### src/rtl/draw_pkg.sv
// draw_pkg: shared widths, arbiter state encodings and defaults for the drawing pipeline
package draw_pkg;
  localparam int X_W = 9;
  localparam int Y_W = 8;
  localparam int C_W = 3;
  localparam int TIMEOUT_DEF = 76800;
  typedef enum logic [1:0] {
    ARB_IDLE    = 2'd0,
    ARB_GRANT   = 2'd1,
    ARB_RELEASE = 2'd2
  } arb_state_t;
endpackage

### src/rtl/draw_port_arbiter_if.sv
// draw_port_arbiter_if: client request/pixel bundle and VGA-side plot port
interface draw_port_arbiter_if import draw_pkg::*; #(parameter int NUM_REQ = 4);
  logic [NUM_REQ-1:0]     req;
  logic [NUM_REQ-1:0]     done_in;
  logic [NUM_REQ*X_W-1:0] x_in;
  logic [NUM_REQ*Y_W-1:0] y_in;
  logic [NUM_REQ*C_W-1:0] color_in;
  logic [NUM_REQ-1:0]     plot_in;
  logic [NUM_REQ-1:0]     gnt;
  logic [X_W-1:0]         x_out;
  logic [Y_W-1:0]         y_out;
  logic [C_W-1:0]         color_out;
  logic                   plot_out;
  logic                   busy;
  logic                   timeout_err;
  modport master (
    output req, done_in, x_in, y_in, color_in, plot_in,
    input  gnt, x_out, y_out, color_out, plot_out, busy, timeout_err
  );
  modport slave (
    input  req, done_in, x_in, y_in, color_in, plot_in,
    output gnt, x_out, y_out, color_out, plot_out, busy, timeout_err
  );
endinterface

### src/rtl/rr_pick.sv
// rr_pick: combinational round-robin picker starting one past the last served client
module rr_pick #(
  parameter int NUM_REQ = 4,
  parameter int IDX_W   = 2
) (
  input  logic [NUM_REQ-1:0] req_i,
  input  logic [IDX_W-1:0]   last_i,
  output logic [NUM_REQ-1:0] pick_o,
  output logic               valid_o
);
  logic [NUM_REQ-1:0] rot;
  assign valid_o = |req_i;
  // scan from farthest to nearest so the nearest requester after last wins
  always_comb begin
    pick_o = '0;
    rot = '0;
    for (int i = NUM_REQ; i >= 1; i--) begin
      rot = req_i >> ((int'(last_i) + i) % NUM_REQ);
      if (rot[0]) pick_o = NUM_REQ'(1) << ((int'(last_i) + i) % NUM_REQ);
    end
  end
endmodule

### src/rtl/draw_port_arbiter.sv
// draw_port_arbiter: round-robin owner of the single VGA plot port with grant watchdog
module draw_port_arbiter import draw_pkg::*; #(
  parameter int NUM_REQ = 4,
  parameter int TIMEOUT = TIMEOUT_DEF,
  parameter int CNT_W   = 17
) (
  input logic              clk,
  input logic              reset,
  draw_port_arbiter_if.slave bus
);
  localparam int IDX_W = (NUM_REQ > 1) ? $clog2(NUM_REQ) : 1;
  arb_state_t         state_q, state_d;
  logic [NUM_REQ-1:0] gnt_q, gnt_d, pick;
  logic               pick_v;
  logic [IDX_W-1:0]   last_q, last_d, g;
  logic [CNT_W-1:0]   wd_q, wd_d;
  logic [X_W-1:0]     x_q, x_d;
  logic [Y_W-1:0]     y_q, y_d;
  logic [C_W-1:0]     c_q, c_d;
  logic               plot_q, plot_d, to_q, to_d;
  logic               ext, to;
  rr_pick #(.NUM_REQ(NUM_REQ), .IDX_W(IDX_W)) u_pick (
    .req_i  (bus.req),
    .last_i (last_q),
    .pick_o (pick),
    .valid_o(pick_v)
  );
  // index of the current grant holder
  always_comb begin
    g = '0;
    for (int i = 0; i < NUM_REQ; i++) if (gnt_q[i]) g = IDX_W'(i);
  end
  assign ext = bus.done_in[g] | ~bus.req[g];
  assign to  = (wd_q == CNT_W'(TIMEOUT - 1)) & ~ext;
  // next state, grant, watchdog and pixel path; a watchdog revoke drops its pixel
  always_comb begin
    state_d = state_q;
    gnt_d   = gnt_q;
    last_d  = last_q;
    wd_d    = wd_q;
    x_d     = '0;
    y_d     = '0;
    c_d     = '0;
    plot_d  = 1'b0;
    to_d    = 1'b0;
    unique case (state_q)
      ARB_IDLE: if (pick_v) begin
        state_d = ARB_GRANT;
        gnt_d   = pick;
        wd_d    = '0;
      end
      ARB_GRANT: begin
        x_d    = bus.x_in[g*X_W +: X_W];
        y_d    = bus.y_in[g*Y_W +: Y_W];
        c_d    = bus.color_in[g*C_W +: C_W];
        plot_d = bus.plot_in[g] & ~to;
        to_d   = to;
        wd_d   = wd_q + 1'b1;
        if (ext | to) begin
          state_d = ARB_RELEASE;
          gnt_d   = '0;
          last_d  = g;
        end
      end
      default: state_d = ARB_IDLE;
    endcase
  end
  // state and output registers
  always_ff @(posedge clk) begin
    if (reset) begin
      state_q <= ARB_IDLE;
      gnt_q   <= '0;
      last_q  <= IDX_W'(NUM_REQ - 1);
      wd_q    <= '0;
      x_q     <= '0;
      y_q     <= '0;
      c_q     <= '0;
      plot_q  <= 1'b0;
      to_q    <= 1'b0;
    end else begin
      state_q <= state_d;
      gnt_q   <= gnt_d;
      last_q  <= last_d;
      wd_q    <= wd_d;
      x_q     <= x_d;
      y_q     <= y_d;
      c_q     <= c_d;
      plot_q  <= plot_d;
      to_q    <= to_d;
    end
  end
  assign bus.gnt         = gnt_q;
  assign bus.busy        = |gnt_q;
  assign bus.x_out       = x_q;
  assign bus.y_out       = y_q;
  assign bus.color_out   = c_q;
  assign bus.plot_out    = plot_q;
  assign bus.timeout_err = to_q;
endmodule

### src/flat_wrapper.sv
// flat-port wrapper written by rule: the top's interface ports become plain ports
module draw_port_arbiter_flat import draw_pkg::*;
#(
  parameter int NUM_REQ = 4,
  parameter int TIMEOUT = TIMEOUT_DEF,
  parameter int CNT_W   = 17
)
  (clk, reset, bus_req, bus_done_in, bus_x_in, bus_y_in, bus_color_in, bus_plot_in, bus_gnt, bus_x_out, bus_y_out, bus_color_out, bus_plot_out, bus_busy, bus_timeout_err);
  draw_port_arbiter_if #(.NUM_REQ(NUM_REQ)) bus_i ();
  input logic clk;
  input logic reset;
  input wire logic [$bits(bus_i.req)-1:0] bus_req;
  input wire logic [$bits(bus_i.done_in)-1:0] bus_done_in;
  input wire logic [$bits(bus_i.x_in)-1:0] bus_x_in;
  input wire logic [$bits(bus_i.y_in)-1:0] bus_y_in;
  input wire logic [$bits(bus_i.color_in)-1:0] bus_color_in;
  input wire logic [$bits(bus_i.plot_in)-1:0] bus_plot_in;
  output wire logic [$bits(bus_i.gnt)-1:0] bus_gnt;
  output wire logic [$bits(bus_i.x_out)-1:0] bus_x_out;
  output wire logic [$bits(bus_i.y_out)-1:0] bus_y_out;
  output wire logic [$bits(bus_i.color_out)-1:0] bus_color_out;
  output wire logic [$bits(bus_i.plot_out)-1:0] bus_plot_out;
  output wire logic [$bits(bus_i.busy)-1:0] bus_busy;
  output wire logic [$bits(bus_i.timeout_err)-1:0] bus_timeout_err;
  assign bus_i.req = bus_req;
  assign bus_i.done_in = bus_done_in;
  assign bus_i.x_in = bus_x_in;
  assign bus_i.y_in = bus_y_in;
  assign bus_i.color_in = bus_color_in;
  assign bus_i.plot_in = bus_plot_in;
  assign bus_gnt = bus_i.gnt;
  assign bus_x_out = bus_i.x_out;
  assign bus_y_out = bus_i.y_out;
  assign bus_color_out = bus_i.color_out;
  assign bus_plot_out = bus_i.plot_out;
  assign bus_busy = bus_i.busy;
  assign bus_timeout_err = bus_i.timeout_err;
  draw_port_arbiter #(.NUM_REQ(NUM_REQ), .TIMEOUT(TIMEOUT), .CNT_W(CNT_W)) u_core (.clk(clk), .reset(reset), .bus(bus_i));
endmodule
### config.mk
export PLATFORM = sky130hd
export DESIGN_NAME = draw_port_arbiter_flat
export DESIGN_NICKNAME = d
export VERILOG_FILES = /design/src/rtl/draw_pkg.sv /design/src/rtl/draw_port_arbiter_if.sv /design/src/rtl/rr_pick.sv /design/src/rtl/draw_port_arbiter.sv /design/src/flat_wrapper.sv
export SDC_FILE = /design/constraint.sdc
export NUM_CORES = 1
export LEC_CHECK = 0
export CORE_ASPECT_RATIO = 0.6
export CORE_MARGIN = 2
export CORE_UTILIZATION = 39
export CTS_CLUSTER_DIAMETER = 200
export DETAILED_ROUTE_END_ITERATION = 7
export GPL_TIMING_DRIVEN = 0
export PLACE_DENSITY = 0.78
export SLEW_MARGIN = 0
export SYNTH_ARGS = -nofsm -noshare
export SYNTH_HDL_FRONTEND = slang
export SYNTH_SLANG_ARGS = --single-unit
### constraint.sdc
create_clock -name clk -period 2.1 [get_ports clk]
set_input_delay 0.63 -clock clk [delete_from_list [all_inputs] [get_ports clk]]
set_output_delay 0.63 -clock clk [all_outputs]
set_load 0.03 [all_outputs]
[Yosys cells after proc, flatten, opt, wreduce, memory -nomap -nowiden]
Cells that the tools add are included.
Widths: inputs -> output; s select.
Word-level totals
  register bits: 47
  output and inout bits: 27
Operators by class
  $lt $le $gt $ge: 1
  multiply operators: 2
  reductions and logical operators: 13
  bitwise gates (word level): 12
  shifts and indexed selects: 11
  $add $sub $neg: 5
  eq/ne operators: 4
  mux-type cells: 21
Operators by type and width (count)
  $shl 1x32->4 const A: 4
  $shr 4x32->1: 4
  $shiftx 36x7->9: 1
  $pmux 17 s2: 1
  $shiftx 32x6->8: 1
  $mux 4: 6
  $add 17x1->17 const B: 1
  $eq 17x17->1 const B: 1
  $mux 17: 1
  $shiftx 12x5->3: 1
  $reduce_or 2->1: 5
  $mux 2: 4
  $pmux 4 s2: 1
  $reduce_or 4->1: 2
  $bmux 1 s2: 3
  $mul 2x4->6 const B: 1
  $reduce_and 2->1: 3
  $add 2x1->2 const B: 2
  $add 2x2->2 const B: 2
  $and 1x1->1 const A: 4
  $mul 2x2->4 const B: 1
  $mux 1: 4
  $ne 2x1->1 const B: 2
  $not 1->1: 4
  8 further kinds: 10

[Longest topological paths before layout]
  word-level depth: 12
  gate-level depth with buffers: 8
  mapped depth without buffers: 7

[Modules after synthesis]
Synthesis repeated with hierarchy kept, for this count alone.
Unflattened totals
  cell total of the unflattened synthesis: 338
  area total of the unflattened synthesis: 2856.5 um2
By module, submodules not included
  draw_port_arbiter: seq. area each 940.9 um2, area an instance 2481.1 um2, times used 1, cells an instance 293
  rr_pick: seq. area each 0.0 um2, area an instance 375.4 um2, times used 1, cells an instance 45

[Worst setup path after synthesis]
Ideal clock, no wire load.
  kind: reg2reg
  from: reg u_core.last_q[0]
  to: reg u_core.gnt_q[3] (netlist: u_core.bus.gnt[3])
  clock period less this slack: 2160 ps
  buffers on the path: 1
  data arrival time: 2038 ps
  setup slack: -60 ps
  stages on the path, launching flop included: 9
  data required time: 1978 ps
  library setup time: 122 ps
  cell sequence: dfxtp_1 -> buf_6 -> inv_1 -> ha_1 -> mux2_2 -> nor2_1 -> a21oi_1 -> a221o_1 -> a221o_1
Between the ends
  longest elaborated chain between the ends: 10
  elaborated cells on any way between the ends: 26
  classes of those cells: add/sub: 4; shift: 8; mux: 6; bitwise: 4; reduce/logical: 4
RTL lines
  start: declaration: line draw_port_arbiter.sv:15  | logic [IDX_W-1:0] last_q, last_d, g;
  start signal: assignment: line draw_port_arbiter.sv:73  | last_q <= IDX_W'(NUM_REQ - 1);
  start signal: assignment: line draw_port_arbiter.sv:83  | last_q <= last_d;
  $add 2x1->2: line rr_pick.sv:18, rr_pick.sv:19
  $reduce_or 2->1 (no line)
  $and 1x1->1 (no line)
  $shr 4x32->1 or $shl 1x32->4 (tied branches): line rr_pick.sv:18, rr_pick.sv:19
  $mux 4 (3 in series): line rr_pick.sv:19  | if (rot[0]) pick_o = NUM_REQ'(1) << ((int'(last_i) + i) % NUM_REQ);
  $mux 4 (*): line rr_pick.sv:19
  $mux 4 (*): line draw_port_arbiter.sv:47  | ARB_IDLE: if (pick_v) begin
  $pmux 4 s2 (*): line draw_port_arbiter.sv:46  | unique case (state_q)
  end signal: assignment: line draw_port_arbiter.sv:82  | gnt_q <= gnt_d;
  end: declaration: line draw_port_arbiter.sv:13  | logic [NUM_REQ-1:0] gnt_q, gnt_d, pick;
Every way passes the cells marked *; elsewhere a longest branch is shown, timed or not. The select of a mux whose other input is x is not followed.
A chain may end at the register's enable or synchronous reset.

[Final worst setup path]
  from: reg u_core.last_q[0]
  to: reg u_core.gnt_q[1] (netlist: u_core.bus.gnt[1])
Same word-level chain as after synthesis.

==> results.tsv <==
stage	metric	value	unit
yosys	synth_area	2820	sq um
clock_network	htreeDepth	2	
place	place_congestion	0.836	
worst_setup_path	cp.arrival	2.25	ns
sta	worstMarginPinSlew	0.794	ns
run_status	outcome	complete, no violations	
power	leakagePower	1.56	nW
yosys	avgSynthCellArea	8.66	sq um
global_routing	antenna_found_initial	0	
routing	drc	0	
global_routing	groute.usage.overall	23.5	%
global_routing	grt_overflow_total	0	
clock_network	cts_buffers	5	
global_routing	grt_pass1_vias	2935	
sta	finClkSkew	0.00679	ns
worst_setup_path	cp-end-kind	register	
routing	vias	2973	
clock_network	clk_latency	0.28	ns
finish	area_growth	56.6	%
routing	via_per_inst	5.44	
run	cap_violations	0	
place	portBuffers	119	
sta	grt_setup_unrepaired	yes	
clock_network	cts.sinks	47	
sta	fin_crit_sh	99.4	%
worst_hold_path	hp-class	reg2reg	
yosys	synth_cell_types	51	
sta	fmax	479	MHz
floorplanning	ios	121	
global_routing	grt_start_max_net_pins	15	
power	ir_worst_vdd	0.521	mV
worst_setup_path	cp-start-kind	register	
sta	relSlewSlack	47.0	%
place	dp_hpwl	7.14	mm
finish	drive_gt1_share	12.2	%
finish	fin_nets	562	
floorplanning	rows	23	
yosys	syn_inst	326	
routing	wire_per_inst	17.4	um
global_routing	grt_pass1_wl	14.8	mm
sta	hold_slack	0.493	ns
sta	min_period	2.09	ns
clock_network	clkTransAtPathRegs	0.07	ns
worst_setup_path	crit_fanout	4	
finish	n_antenna_cell	0	
routing	drt-total-wl	9.51	mm
routing	firstDrtPassIters	4	
finish	design_area	4420	sq um
worst_setup_path	critPathRequiredTime	2.26	ns
floorplanning	core_area	6850	sq um
yosys	synth_async_sr_flop_share	0	%
floorplanning	fp.dieH	69.9	um
clock_network	clockBufferDepth	2	
yosys	synth_seq_cells	47	
worst_setup_path	crit_type	reg2reg	
clock_network	clock_tree.root_cell	clkbuf_16	
routing	drtIter0Drc	187	
yosys	synth_edf_count	0	
floorplanning	die_x	114	um
clock_network	tritoncts	built	
sta	finalSetupTns	0	ns
floorplanning	initial_utilization	41.2	%
yosys	ys_warn_count	0	
sta	hold_viol_final	0	
sta	setup_viol	0	
sta	slew_violations	0	
routing	ant_nets	0	
clock_network	ctsHoldBuffers	0	
power	p_per_area	912	nW/um^2
floorplanning	die_area	7960	sq um
yosys	syn_nets	429	
place	dpl-instance-area	4140	sq um
yosys	yosysSeqAreaShare	33.3	%
yosys	synthFlopType	dfxtp_1	
-- final timing paths --
check                   start           endpoint  cells past startpoint  slack [ns]
min           u_core.wd_q[16]    u_core.wd_q[16]                      2        0.49
max          u_core.last_q[0]  u_core.bus.gnt[1]                      8        0.01
min reg2reg   u_core.wd_q[16]    u_core.wd_q[16]                      2        0.49
max reg2reg  u_core.last_q[0]  u_core.bus.gnt[1]                      8        0.01
-- synth_stat cells, drive strengths merged (3+ instances only) --
cell type | count | area, sq um
ha | 9 | 113
a211oi | 5 | 37.5
clkbuf | 11 | 41.3
a221o | 8 | 80.1
nor4bb | 3 | 30.0
mux2i | 46 | 460
nor3 | 3 | 15.0
a21oi | 20 | 104
or3 | 6 | 47.5
or4 | 4 | 33.8
nand3 | 6 | 30.0
dfxtp | 47 | 941
o21ai | 26 | 130
nor2 | 36 | 135
nand2 | 29 | 109
a311oi | 3 | 26.3
nand4 | 5 | 43.8
and3 | 3 | 18.8
o211ai | 3 | 22.5
buf | 11 | 80.1
inv | 10 | 37.5
and2 | 4 | 25.0
-- flip-flops by register name, indices dropped and copies added, names as in the netlist --
name,flops
u_core.wd_q,17
u_core.bus.y_out,8
u_core.bus.color_out,3
u_core.state_q,2
u_core.bus.plot_out,1
u_core.bus.x_out,9
u_core.bus.gnt,4
u_core.bus.timeout_err,1
u_core.last_q,2
-- layout make-up --
type | instances | area (sq um)
sequential | 47 | 951
clock inverter | 2 | 12.5
multi-input combinational | 247 | 1820
inverter | 10 | 41.3
clock buffer | 6 | 129
fill | 577 | 2430
buffer | 20 | 125
tap | 87 | 109
timing repair buffer | 128 | 1240
-- placed cells by master, fill, tap and decap left out, types with 3 or more instances in the layout --
cell	n
and3_1	3
dfxtp_1	43
clkbuf_16	6
mux2i_1	46
nand2_1	29
ha_1	8
buf_6	3
clkdlybuf4s50_1	113
nor4bb_1	3
a211oi_1	5
buf_1	4
o21ai_0	22
buf_4	12
a21oi_2	3
or3_1	4
nor3_1	3
a311oi_1	3
nand4_1	3
a21oi_1	16
o211ai_1	3
nor2_1	34
clkbuf_2	5
o21ai_1	4
clkbuf_1	9
and2_1	4
inv_1	8
nand3_1	6
a221o_1	8
-- power by group --
part           switching (mW)  internal [mW]
clock                   0.333          0.440
combinational            1.15           1.02
sequential             0.0767           1.01
-- per-layer routing --
layer  vias to the layer above  track usage (%)  wire, um
met5                         -                0         0
met4                         0             6.37       138
met3                        12             5.38       766
met2                       123             38.6      4320
met1                      1378             31.2      4290
li1                       1460                -         -
-- logic make-up after synthesis --
group | Yosys count | share of synthesized area [%]
and+or+nand+nor | 115 | 22.1
AOI/OAI and AO/OA | 73 | 16.3
muxes | 50 | 18.7
DFF | 47 | 33.3
buffers and inverters | 32 | 5.63
adders and majority gates | 9 | 3.99
-- stage by stage --
step           setup slack, ns  util [%]  cells  power [mW]
6_report                0.0131      64.6    547        4.04
5_1_grt                -0.0211      64.6    547        4.25
4_1_cts                -0.0395      64.0    545        3.94
3_5_place_dp            -0.533      60.4    532        3.05
3_3_place_gp            -0.494      60.4    532        2.98
2_1_floorplan         -0.00681         -    326        2.37
-- worst max-delay path, cell delays in order, from the launching register on --
cell and delay (ns):
dfxtp_4 0.37, clkinvlp_4 0.10, ha_4 0.24, buf_4 0.13, mux2i_1 0.15, nand3_1 0.16, o31ai_4 0.12, a221o_1 0.37
a221o_1 0.31
-- timing repair --
action                                  CTS  global route
gates resized for setup                  31            20
setup buffers                             6             3
hold endpoints to repair                  0             0
endpoints found under the setup margin    8             7
pin swaps                                 5             7
Power figures use the tool's default switching activity.
